`src/rtl/truth_table_eval_seq_if.sv`:
```
// Handshake bundle for truth_table_eval_seq: configuration stream,
// input-vector channel, result channel and committed-table readback.
interface truth_table_eval_seq_if #(
  parameter int N_IN = 3
) ();
  localparam int D = 1 << N_IN;

  // Configuration channel
  logic            cfg_start;
  logic            cfg_valid;
  logic            cfg_bit;
  logic            cfg_ready;
  logic            cfg_done;
  // Input-vector channel
  logic            in_valid;
  logic            in_ready;
  logic [N_IN-1:0] in_bits;
  // Result channel
  logic            out_valid;
  logic            out_ready;
  logic            out;
  // Committed table readback
  logic [D-1:0]    table_q;

  // Block side
  modport slave (
    input  cfg_start, cfg_valid, cfg_bit, in_valid, in_bits, out_ready,
    output cfg_ready, cfg_done, in_ready, out_valid, out, table_q
  );

  // Driver / consumer side
  modport master (
    output cfg_start, cfg_valid, cfg_bit, in_valid, in_bits, out_ready,
    input  cfg_ready, cfg_done, in_ready, out_valid, out, table_q
  );
endinterface

```
`src/rtl/truth_table_eval_seq.sv`:
```
// Run-time-loadable N_IN-input truth-table cell. A table is streamed in
// MSB-first through the cfg channel and committed atomically; input vectors
// are evaluated against the committed table after a programmable settle
// latency and presented on a valid/ready result channel.
module truth_table_eval_seq #(
  parameter int                    N_IN       = 3,
  parameter logic [(1<<N_IN)-1:0]  INIT_TABLE = 8'hBF,
  parameter int                    SETTLE     = 4
) (
  input  logic                    clk,
  input  logic                    reset,
  truth_table_eval_seq_if.slave   bus
);
  localparam int D  = 1 << N_IN;
  localparam int BW = $clog2(D + 1);
  localparam int CW = $clog2(SETTLE + 1);

  localparam logic [BW-1:0] LAST_BIT    = BW'(D - 1);
  localparam logic [CW-1:0] SETTLE_INIT = CW'(SETTLE - 1);

  typedef enum logic [1:0] {
    S_IDLE,
    S_LOAD,
    S_SETTLE,
    S_HOLD
  } state_t;

  state_t          state;
  logic [D-1:0]    table_r;
  logic [D-1:0]    shadow;
  logic [D-1:0]    shadow_next;
  logic [BW-1:0]   bit_cnt;
  logic [CW-1:0]   settle_cnt;
  logic [N_IN-1:0] captured;
  logic            out_r;
  logic            out_valid_r;
  logic            cfg_ready_r;
  logic            cfg_done_r;

  // Shadow after accepting the current cfg bit; the first bit ends up in the MSB.
  assign shadow_next = {shadow[D-2:0], bus.cfg_bit};

  // Accept a vector only when idle and not being asked to reload the table.
  assign bus.in_ready  = (state == S_IDLE) && !bus.cfg_start;
  assign bus.cfg_ready = cfg_ready_r;
  assign bus.cfg_done  = cfg_done_r;
  assign bus.out_valid = out_valid_r;
  assign bus.out       = out_r;
  assign bus.table_q   = table_r;

  // Control FSM with registered outputs: load, settle and hold sequencing.
  // NOTE: every register here is assigned with <= so all updates see the
  // pre-edge values; blocking assignments would create ordering-dependent logic.
  always_ff @(posedge clk or posedge reset) begin
    if (reset) begin
      state       <= S_IDLE;
      // NOTE: the shadow and committed tables are reset too, so a partial
      // load can never survive a reset and table_q is defined immediately.
      table_r     <= INIT_TABLE;
      shadow      <= '0;
      bit_cnt     <= '0;
      settle_cnt  <= '0;
      captured    <= '0;
      out_r       <= 1'b0;
      out_valid_r <= 1'b0;
      cfg_ready_r <= 1'b0;
      cfg_done_r  <= 1'b0;
    end else begin
      cfg_done_r <= 1'b0;
      unique case (state)
        S_IDLE: begin
          if (bus.cfg_start) begin
            bit_cnt     <= '0;
            cfg_ready_r <= 1'b1;
            state       <= S_LOAD;
          end else if (bus.in_valid) begin
            captured   <= bus.in_bits;
            settle_cnt <= SETTLE_INIT;
            state      <= S_SETTLE;
          end
        end
        S_LOAD: begin
          if (bus.cfg_valid) begin
            shadow  <= shadow_next;
            bit_cnt <= bit_cnt + 1'b1;
            if (bit_cnt == LAST_BIT) begin
              table_r     <= shadow_next;
              cfg_done_r  <= 1'b1;
              cfg_ready_r <= 1'b0;
              state       <= S_IDLE;
            end
          end
        end
        S_SETTLE: begin
          if (settle_cnt == '0) begin
            // D-1-idx equals the bitwise inverse of idx over N_IN bits.
            out_r       <= table_r[~captured];
            out_valid_r <= 1'b1;
            state       <= S_HOLD;
          end else begin
            settle_cnt <= settle_cnt - 1'b1;
          end
        end
        S_HOLD: begin
          if (bus.out_ready) begin
            out_valid_r <= 1'b0;
            state       <= S_IDLE;
          end
        end
        default: state <= S_IDLE;
      endcase
    end
  end
endmodule

```
`src/flat_wrapper.sv`:
```
// flat-port wrapper written by rule: the top's interface ports become plain ports
module truth_table_eval_seq_flat 
#(
  parameter int                    N_IN       = 3,
  parameter logic [(1<<N_IN)-1:0]  INIT_TABLE = 8'hBF,
  parameter int                    SETTLE     = 4
)
  (clk, reset, bus_cfg_start, bus_cfg_valid, bus_cfg_bit, bus_in_valid, bus_in_bits, bus_out_ready, bus_cfg_ready, bus_cfg_done, bus_in_ready, bus_out_valid, bus_out, bus_table_q);
  truth_table_eval_seq_if #(.N_IN(N_IN)) bus_i ();
  input  logic clk;
  input  logic reset;
  input wire logic [$bits(bus_i.cfg_start)-1:0] bus_cfg_start;
  input wire logic [$bits(bus_i.cfg_valid)-1:0] bus_cfg_valid;
  input wire logic [$bits(bus_i.cfg_bit)-1:0] bus_cfg_bit;
  input wire logic [$bits(bus_i.in_valid)-1:0] bus_in_valid;
  input wire logic [$bits(bus_i.in_bits)-1:0] bus_in_bits;
  input wire logic [$bits(bus_i.out_ready)-1:0] bus_out_ready;
  output wire logic [$bits(bus_i.cfg_ready)-1:0] bus_cfg_ready;
  output wire logic [$bits(bus_i.cfg_done)-1:0] bus_cfg_done;
  output wire logic [$bits(bus_i.in_ready)-1:0] bus_in_ready;
  output wire logic [$bits(bus_i.out_valid)-1:0] bus_out_valid;
  output wire logic [$bits(bus_i.out)-1:0] bus_out;
  output wire logic [$bits(bus_i.table_q)-1:0] bus_table_q;
  assign bus_i.cfg_start = bus_cfg_start;
  assign bus_i.cfg_valid = bus_cfg_valid;
  assign bus_i.cfg_bit = bus_cfg_bit;
  assign bus_i.in_valid = bus_in_valid;
  assign bus_i.in_bits = bus_in_bits;
  assign bus_i.out_ready = bus_out_ready;
  assign bus_cfg_ready = bus_i.cfg_ready;
  assign bus_cfg_done = bus_i.cfg_done;
  assign bus_in_ready = bus_i.in_ready;
  assign bus_out_valid = bus_i.out_valid;
  assign bus_out = bus_i.out;
  assign bus_table_q = bus_i.table_q;
  truth_table_eval_seq #(.N_IN(N_IN), .INIT_TABLE(INIT_TABLE), .SETTLE(SETTLE)) u_core (.clk(clk), .reset(reset), .bus(bus_i));
endmodule
```
`config.mk`:
```
export PLATFORM = sky130hd
export DESIGN_NAME = truth_table_eval_seq_flat
export DESIGN_NICKNAME = d
export VERILOG_FILES = /design/src/rtl/truth_table_eval_seq_if.sv /design/src/rtl/truth_table_eval_seq.sv /design/src/flat_wrapper.sv
export SDC_FILE = /design/constraint.sdc
export NUM_CORES = 1
export LEC_CHECK = 0
export ABC_AREA = 1
export BUFFER_PORTS_ARGS = -buffer_cell sky130_fd_sc_hd__buf_2
export CORE_MARGIN = 2
export CORE_UTILIZATION = 59
export DETAILED_ROUTE_END_ITERATION = 16
export GPL_ROUTABILITY_DRIVEN = 0
export PLACE_DENSITY = 0.83
export REMOVE_ABC_BUFFERS = 1
export SLEW_MARGIN = 30
export SYNTH_ARGS = -nofsm -noshare
export SYNTH_HDL_FRONTEND = slang
export SYNTH_SLANG_ARGS = --single-unit
```
`constraint.sdc`:
```
create_clock -name clk -period 3.7 [get_ports clk]
set_input_delay 0 -clock clk [delete_from_list [all_inputs] [get_ports clk]]
set_output_delay 0 -clock clk [all_outputs]
set_load 0.01 [all_outputs]
```
==> results of run 1 <==
final timing paths:
check	start	to	slack [ns]	depth (start not counted)
worst max register to register	u_core.bit_cnt[0]$_DFFE_PP0P_	u_core.bus.table_q[7]$_DFFE_PP1P_	2.08	7
worst max-delay path	u_core.bit_cnt[0]$_DFFE_PP0P_	u_core.bus.table_q[7]$_DFFE_PP1P_	2.08	7
worst min register to register	u_core.bus.out$_DFFE_PP0P_	u_core.bus.out$_DFFE_PP0P_	0.49	2
min in group asynchronous	reset	u_core.shadow[0]$_DFFE_PP0P_	0.29	3
worst min-delay path	bus_in_valid	u_core.captured[1]$_DFFE_PP0P_	0.01	4
max in group asynchronous	reset	u_core.shadow[6]$_DFFE_PP0P_	2.99	3
cells in the mapped netlist (all sizes together):
library cell,count
nor2,15
o21ai,25
nand3,14
nand3b,1
dfrtp,24
or2,1
dfstp,7
nor3b,1
nand2,55
ha,3
a21oi,4
buf,4
inv,27
critical path, stage by stage (launching register included):
cell,delay [ns]
dfrtp_1,0.40
ha_1,0.19
nand2_1,0.07
nor2_1,0.17
nand3_2,0.36
inv_1,0.20
nand2_1,0.06
o21ai_0,0.08
power by group:
| part | internal, mW | switching (mW) |
|---|---|---|
| logic | 0.150 | 0.263 |
| registers | 0.434 | 0.0792 |
| clock network | 0.0732 | 0.117 |
layout make-up:
class	instances	area [µm²]	share of cell area [%]
flip-flops and latches	31	785	44.8
multi-input cells	119	601	34.3
repair buffers	28	170	9.72
inverters	27	104	5.93
clock buffers	6	41.3	2.36
well taps	30	37.5	2.14
clock inverters	2	12.5	0.715
flip-flops by register name, summed over array words and instances, names as in the netlist, 2 cells and up:
signal and count:
u_core.shadow 7, u_core.state 2, u_core.settle_cnt 3, u_core.bus.table_q 8, u_core.bit_cnt 4, u_core.captured 3
routing by layer:
metal  up-vias  global-route usage [%]  routed length (µm)
met1       587                    29.1                1310
met2        35                    40.1                1490
li1        625                       -                   -
met3         5                    7.10                 173
met5         -                       0                   0
met4         0                    10.0                  48
cells in the final DEF, fill, tap and decap left out:
| cell type | count |
|---|---|
| nand2_1 | 51 |
| inv_1 | 24 |
| dfrtp_1 | 24 |
| buf_2 | 22 |
| o21ai_0 | 16 |
| nand3_1 | 13 |
| nor2_1 | 12 |
| o21ai_2 | 7 |
| dfstp_2 | 7 |
| dlygate4sd3_1 | 6 |
| clkbuf_4 | 5 |
| nand2_2 | 4 |
| a21oi_1 | 4 |
| ha_1 | 3 |
| inv_2 | 2 |
| nor2_4 | 2 |
| o21ai_1 | 2 |
| inv_4 | 1 |
| nor2_2 | 1 |
| or2_2 | 1 |
| nand3b_1 | 1 |
| nand3_2 | 1 |
| nor3b_2 | 1 |
| clkbuf_1 | 1 |
| clkinv_2 | 1 |
| clkinvlp_4 | 1 |
stage by stage:
step / setup WS [ns] / total power [mW] / utilization (%)
CTS: 2.08 / 1.12 / 71.3
global route: 1.87 / 1.22 / 71.3
finish: 2.08 / 1.12 / 71.3
floorplan: 2.37 / 0.818 / -
global placement: 2.26 / 0.894 / 66.7
detailed placement: 2.11 / 0.923 / 66.7
cells by family after synthesis:
kind of cell             Yosys count  synth area share, %
AO/OA/AOI/OAI                     29                 11.2
adder cells (fa/ha/maj)            3                 2.46
buffers and inverters             31                 9.34
flip-flops                        31                 51.4
AND/OR/NAND/NOR                   87                 25.6
==> metrics.md, run 1 <==
| Metric | Value |
|---|---|
| Status | `finished clean` |
| HPWL after DPL | `2080 µm` |
| Min-Delay Path Class | `in -> reg` |
| Total I/O pin count | `23` |
| CP endpoint kind | `register` |
| Cell area power density | `approximately 640 nW/µm²` |
| Fmax | `618 MHz` |
| Relative slew margins | `58.2%` |
| CTS Buf Count | `5` |
| Vias per cell | `5.15` |
| First-pass GRT wire length | `4930 µm` |
| Slew @ Worst Pin | `0.627 ns` |
| Synth Warn # | `0` |
| #FFs+latches synth | `31` |
| Vias | `1252` |
| Clock Skew | `~0.0067 ns` |
| Fin. Hold Viols | `0` |
| Fill cell count | `204` |
| Post_cts resized | `0` |
| Top cells by area, synth | `dfrtp_1 (39%), nand2_1 (13%), dfstp_2 (12%), inv_1 (6.1%), o21ai_0 (5.2%)` |
| Max VDD drop | `approximately 460 µV` |
| Largest net degree at the start of global routing | `32` |
| Min Hold Slack | `0.0108 ns` |
| Clock transition at path regs | `roughly 0.10 ns` |
| Syn avg cell area | `8.44 µm²` |
| Critical-path maximum fanout | `16` |
| Num rows | `18` |
| Final WL | `3030 µm` |
| DRC | `0` |
| Register area share after synthesis | `51.4%` |
| Final Instance Count excl. Fillers | `243` |
| 1st-iter DRT viols | `38` |
| Die width | `approximately 55 µm` |
| CTS Hold Bufs | `6` |
| Die Area | `3010 µm²` |
| Cells after DPL | `approximately 230` |
| Num Clock Sinks | `31` |
| Clk root buf | `clkbuf_4` |
| Yosys cell types | `22` |
| Die height | `54.9 µm` |
| Synth Cell Area | `approximately 1500 µm²` |
| Worst-Skew Late Latency | `0.33 ns` |
| Port Buffers | `22` |
| Critical path required time | `between 3 and 4 ns` |
| Mapped Cells | `181` |
| Antenna Violating Nets Remaining | `0` |
| Post-DP Area | `around 1600 µm²` |
| Fin. max-slew vios | `0` |
| Setup Fix Bufs, Post-CTS | `0` |
| H-tree levels | `2` |
| Routed len/inst | `12.5 µm` |
| First-pass iteration count of the detailed router | `4` |
| Minimum clock period | `1.62 ns` |
| RSZ-0062 raised after global routing | `no` |
| Post-synth top area cell | `dfrtp_1` |
| CTS Buffer Depth | `2` |
| Yosys top cell area share | `approximately two fifths` |
| Setup CP Type | `reg -> reg` |
| Leak | `0.890 nW` |
| Design area | `1750 µm²` |
| Vias in the first global route | `1171` |
| Period utilization | `a little over two fifths` |
| Placeable Area | `2450 µm²` |
| Worst Path Arrival | `1.87 ns` |
| Setup crit start kind | `register` |
| Endpoints failing setup | `0` |
| CTS tree | `built` |
| Initial core utilization | `a little over 60%` |
| Layout cell share with drive strength beyond 1 | `a little over a quarter` |
| GRT Total Usage | `24.2%` |
| Diode count | `0` |
| TNS Setup | `0 ns` |
| Nets | `225` |
| Layout area overhead | `14.6%` |
| GRT overflow | `0` |
| Total of max-cap violations | `0` |
| Initial antenna violation count | `0` |
No activity file was read; power rests on OpenSTA's default activity.
==> inputs of run 2 (changes only) <==
--- a/config.mk
+++ b/config.mk
@@ -8,10 +8,10 @@
 export ABC_AREA = 1
 export BUFFER_PORTS_ARGS = -buffer_cell sky130_fd_sc_hd__buf_2
 export CORE_MARGIN = 2
-export CORE_UTILIZATION = 59
+export CORE_UTILIZATION = 50
 export DETAILED_ROUTE_END_ITERATION = 16
 export GPL_ROUTABILITY_DRIVEN = 0
-export PLACE_DENSITY = 0.83
+export PLACE_DENSITY = 0.75
 export REMOVE_ABC_BUFFERS = 1
 export SLEW_MARGIN = 30
 export SYNTH_ARGS = -nofsm -noshare
==> constraint.sdc (replaced) <==
create_clock -name clk -period 1.4 [get_ports clk]
set_input_delay 0 -clock clk [delete_from_list [all_inputs] [get_ports clk]]
set_output_delay 0 -clock clk [all_outputs]
set_load 0.01 [all_outputs]
==> metrics.md, run 2 (synthesis gave the netlist of run 1 again) <==
| Metric | Value |
|---|---|
| Minimum clock period | `1.32 ns` |
| Initial antenna violation count | `0` |
| DP Worst Slack | `0.0886 ns` |
| CP endpoint kind | `register` |
| Final Power | `2.99 mW` |
| Layout cell share with drive strength beyond 1 | `27.1%` |
| Vias per cell | `4.88` |
| CTS Buffer Depth | `2` |
| Clock transition at path regs | `about 0.10 ns` |
| Nets | `230` |
| Fmax | `756 MHz` |
| CTS tree | `built` |
| Period utilization | `between 90% and 100%` |
| Routed len/inst | `11.4 µm` |
| Min-Delay Path Class | `in -> reg` |
| Fin. max-slew vios | `0` |
| Setup crit start kind | `register` |
| Num rows | `20` |
| Clk root buf | `clkbuf_4` |
| Leading cell types in the layout, fill and taps excluded | `nand2_1 (51), inv_1 (25), dfrtp_1 (24)` |
| Die Area | `3510 µm²` |
| First-pass iteration count of the detailed router | `4` |
| CTS Buf Count | `5` |
| Final setup margin | `between 0.07 and 0.08 ns` |
| Relative slew margins | `74.8%` |
| Post-DP Area | `1680 µm²` |
| Diode count | `0` |
| RSZ-0062 raised after global routing | `yes` |
| Max VDD drop | `slightly above 800 µV` |
| DRC | `0` |
| Cells after DPL | `235` |
| Vias in the first global route | `1121` |
| Initial core utilization | `51.3%` |
| Worst-Skew Late Latency | `~0.34 ns` |
| Clock Skew | `0.0122 ns` |
| Slew @ Worst Pin | `0.378 ns` |
| Commonest non-fill, non-tap cell in the layout | `nand2_1` |
| Leak | `0.926 nW` |
| GRT Total Usage | `between 10% and 20%` |
| H-tree levels | `2` |
| GRT overflow | `0` |
| Critical-path maximum fanout | `4` |
| Final Instance Count excl. Fillers | `251` |
| HPWL after DPL | `approximately 2000 µm` |
| Vias | `about 1200` |
| Die height | `59.3 µm` |
| Num Clock Sinks | `31` |
| Layout area overhead | `18.6%` |
| Post-layout utilization of the core | `60.8%` |
| 1st-iter DRT viols | `38` |
| Cell area power density | `~1600 nW/µm²` |
| Fin. Hold Viols | `0` |
| Worst Path Arrival | `1.56 ns` |
| Design area | `1810 µm²` |
| Die width | `59.3 µm` |
| Largest net degree at the start of global routing | `32` |
| Port Buffers | `22` |
| Largest register FFs | `8` |
| First-pass GRT wire length | `slightly below 5000 µm` |
| Endpoints failing setup | `0` |
| Final WL | `2860 µm` |
| Total I/O pin count | `23` |
| Placeable Area | `just under 3000 µm²` |
| Status | `finished clean` |
| Total of max-cap violations | `0` |
| Setup CP Type | `reg -> reg` |
| Antenna Violating Nets Remaining | `0` |
| Critical path required time | `~1.6 ns` |
[run 2: cell types whose count changed in the layout (fill, tap and decap cells not counted), moves of 2 or more]
cell,delta
clkbuf_1,+2
buf_4,+3
nor2_2,+2
nor2_1,-2
[run 2: worst paths after layout]
path / from / end / slack (ns) / cells after the start
hold reg to reg: u_core.shadow[5]$_DFFE_PP0P_ / u_core.shadow[5]$_DFFE_PP0P_ / 0.49 / 2
max in group asynchronous: reset / u_core.bus.table_q[7]$_DFFE_PP1P_ / 0.81 / 4
min in group asynchronous: reset / u_core.bit_cnt[1]$_DFFE_PP0P_ / 0.26 / 4
hold / removal: bus_cfg_start / u_core.state[1]$_DFFE_PP0P_ / 0.02 / 4
setup / recovery: u_core.settle_cnt[0]$_DFFE_PP0P_ / u_core.state[0]$_DFFE_PP0P_ / 0.08 / 9
setup reg to reg: u_core.settle_cnt[0]$_DFFE_PP0P_ / u_core.state[0]$_DFFE_PP0P_ / 0.08 / 9
[run 2: timing repair]
action | in CTS | in global routing
resized for setup | 0 | 3
hold endpoints to repair | 30 | 0
setup buffers | 0 | 1
hold buffers | 7 | 0
setup endpoints to repair | 0 | 9
[run 2: per-layer routing]
metal / GRT usage [%] / up-vias / share of wire, %
met5: 0 / - / 0
met1: 24.1 / 556 / 48
met2: 29.0 / 24 / 46
met4: 5.84 / 0 / 1.4
met3: 7.21 / 7 / 4.2
li1: - / 638 / -
[run 2: where the power goes]
| group | leakage [nW] | switching (mW) | internal (mW) |
|---|---|---|---|
| clock | 0.0265 | 0.296 | 0.200 |
| sequential | 0.378 | 0.186 | 1.15 |
| combinational | 0.521 | 0.724 | 0.436 |
| total | 0.926 | 1.21 | 1.78 |
[run 2: final cells by class]
cell class / count / area (µm²)
Timing Repair Buffer: 33 / 223
Tap cell: 33 / 41.3
Multi-Input combinational cell: 119 / 611
Sequential cell: 31 / 785
Clock buffer: 8 / 48.8
Inverter: 27 / 104
Fill cell: 272 / 1170
[run 2: critical path: stages, from the launching register on]
cell and delay [ns]:
dfrtp_1 0.37, inv_1 0.10, ha_1 0.16, nand2_1 0.10, nand2_1 0.12, nand2_1 0.08, nor2_2 0.13, nand2_1 0.06
nand2_1 0.05, nand2_1 0.05
[run 2: through the flow]
stage	setup TNS [ns]	hold slack (ns)
final	0	0.0195
after global routing	-0.0788	0.0420
after CTS	0	0.0129
after detailed placement	0	0.0923
after global placement	0	0.0905
after floorplan	0	0.0381
==> inputs of run 3 (changes only) <==
--- a/config.mk
+++ b/config.mk
@@ -13,6 +13,7 @@
 export GPL_ROUTABILITY_DRIVEN = 0
 export PLACE_DENSITY = 0.75
 export REMOVE_ABC_BUFFERS = 1
+export SETUP_SLACK_MARGIN = 0.15
 export SLEW_MARGIN = 30
 export SYNTH_ARGS = -nofsm -noshare
 export SYNTH_HDL_FRONTEND = slang
==> metrics.md, run 3 (synthesis gave the netlist of run 1 again) <==
| Metric | Value |
|---|---|
| Post-layout utilization of the core | `about two thirds` |
| DRC | `0` |
| Routed len/inst | `12.5 µm` |
| Setup CP Type | `reg -> reg` |
| Combinational Power Share | `between 40% and 50%` |
| Relative slew margins | `74.7%` |
| Critical path required time | `1.63 ns` |
| GRT Total Usage | `19.2%` |
| Layout cell share with drive strength beyond 1 | `a little over two fifths` |
| Vias in the first global route | `between 1000 and 1500` |
| Clock transition at path regs | `0.10 ns` |
| Hold Path End | `u_core.state[1]$_DFFE_PP0P_` |
| Num Clock Sinks | `31` |
| Fin. max-slew vios | `0` |
| Leak | `slightly below 1 nW` |
| Diode count | `0` |
| Largest net degree at the start of global routing | `32` |
| DP Worst Slack | `0.0886 ns` |
| Net Sw Frac | `between 40 and 50%` |
| CTS Buf Count | `5` |
| Num rows | `20` |
| Die width | `59.3 µm` |
| CTS Buffer Depth | `2` |
| Worst-Skew Late Latency | `0.34 ns` |
| Antenna Violating Nets Remaining | `0` |
| Worst Path Arrival | `1.51 ns` |
| Port Buffers | `22` |
| Die Area | `approximately 3500 µm²` |
| CTS tree | `built` |
| CP endpoint kind | `register` |
| Fmax | `a little under 800 MHz` |
| Setup crit start kind | `register` |
| Fin. Hold Viols | `0` |
| RR Endpoint | `u_core.bus.table_q[6]$_DFFE_PP0P_` |
| P_int | `about 2.0 mW` |
| Leading cell types in the layout, fill and taps excluded | `nand2_1 (40), buf_2 (22), dfrtp_1 (21)` |
| R2r setup slk | `0.12 ns` |
| Net Switching | `approximately 1.4 mW` |
| Initial antenna violation count | `0` |
| Placeable Area | `just under 3000 µm²` |
| Cell area power density | `1670 nW/µm²` |
| GRT overflow | `0` |
| Crit Reg-Reg Startpoint | `u_core.bit_cnt[1]$_DFFE_PP0P_` |
| Total of max-cap violations | `0` |
| RSZ-0062 raised after global routing | `yes` |
| Clock Skew | `0.00982 ns` |
| Hold_sp | `bus_cfg_start` |
| Largest register FFs | `8` |
| Max VDD drop | `971 µV` |
| Endpoints failing setup | `0` |
| Flop pwr share | `40.0%` |
| Initial core utilization | `51.3%` |
| Final setup margin | `approximately 0.12 ns` |
| Period utilization | `91.6%` |
| HPWL after DPL | `2030 µm` |
| Vias per cell | `4.90` |
| 1st-iter DRT viols | `between 40 and 50` |
| Vias | `1290` |
| Clock group share of total power | `14.8%` |
| Final WL | `3290 µm` |
| Hold depth | `4` |
| Die height | `59.3 µm` |
| Total I/O pin count | `23` |
| Layout area overhead | `32.8%` |
| Status | `finished clean` |
| First-pass iteration count of the detailed router | `4` |
| First-pass GRT wire length | `~5000 µm` |
| Min-Delay Path Class | `in -> reg` |
| TNS Setup | `0 ns` |
| Nets | `242` |
| Minimum clock period | `1.28 ns` |
| Commonest non-fill, non-tap cell in the layout | `nand2_1` |
| Reg2reg path depth | `7` |
| H-tree levels | `2` |
| Critical-path maximum fanout | `8` |
| Clk root buf | `clkbuf_4` |
| Slew @ Worst Pin | `0.380 ns` |
[run 3: cell count changes in the layout (fill, tap and decap cells not counted), sizes merged]
| cell | delta |
|---|---|
| inv | -1 |
| clkbuf | +1 |
| clkinv | +1 |
| buf | +11 |
[run 3: worst max-delay path by stage]
stage,slack [ns],end,depth (start not counted),startpoint
after floorplan,0.07,u_core.bus.table_q[7]$_DFFE_PP1P_,7,u_core.bit_cnt[0]$_DFFE_PP0P_
after global routing,0.07,u_core.state[0]$_DFFE_PP0P_,9,u_core.settle_cnt[0]$_DFFE_PP0P_
after detailed placement,0.09,u_core.bus.table_q[7]$_DFFE_PP1P_,8,u_core.bit_cnt[0]$_DFFE_PP0P_
after global placement,0.13,u_core.bit_cnt[3]$_DFFE_PP0P_,4,u_core.state[1]$_DFFE_PP0P_
final,0.12,u_core.bus.table_q[6]$_DFFE_PP0P_,7,u_core.bit_cnt[1]$_DFFE_PP0P_
after CTS,0.12,u_core.state[0]$_DFFE_PP0P_,9,u_core.settle_cnt[0]$_DFFE_PP0P_
[run 3: what timing repair did]
| action | in CTS | in global routing |
|---|---|---|
| hold buffers | 7 | 0 |
| endpoints found under the setup margin | 16 | 23 |
| endpoints found under the hold margin | 30 | 0 |
| gates resized for setup | 4 | 41 |
| gates cloned | 0 | 1 |
| setup buffers | 3 | 9 |
| pin swaps | 0 | 12 |
[run 3: per-layer routing]
| metal | track usage [%] | up-vias | share of wire, % |
|---|---|---|---|
| met1 | 23.7 | 599 | 45 |
| li1 | - | 663 | - |
| met3 | 7.64 | 5 | 4.0 |
| met5 | 0 | - | 0 |
| met4 | 6.49 | 0 | 1.6 |
| met2 | 30.6 | 23 | 49 |
[run 3: critical path, stage by stage (launching register included)]
cell     delay (ns)
dfrtp_1        0.38
ha_2           0.19
nand2_2        0.08
nor2_4         0.15
nand3_4        0.10
buf_12         0.16
nand2_4        0.05
o21ai_2        0.05
[run 3: metrics by stage]
| stage | hold slack [ns] | cells | cell area, µm² | power (mW) |
|---|---|---|---|---|
| finish | 0.0359 | 263 | 2030 | 3.39 |
| floorplan | 0.0381 | 177 | 1490 | 2.16 |
| global placement | 0.0905 | 235 | 1680 | 2.42 |
| detailed placement | 0.0923 | 235 | 1680 | 2.46 |
| CTS | 0.0231 | 253 | 1830 | 3.04 |
| global route | 0.0431 | 263 | 2030 | 3.67 |
[run 3: cell type report]
class                      instances  area, µm²
fill                             241        948
sequential                        31        788
multi-input combinational        119        706
timing repair buffer              45        334
inverter                          27        111
clock buffer                       8       48.8
tap                               33       41.3
[run 3: power by group through the flow]
stage | logic (mW) | registers (mW) | clock network, mW
detailed placement | 1.10 | 1.35 | 0
global route | 1.73 | 1.39 | 0.546
global placement | 1.08 | 1.34 | 0
finish | 1.53 | 1.36 | 0.501
floorplan | 0.827 | 1.34 | 0
CTS | 1.21 | 1.33 | 0.507
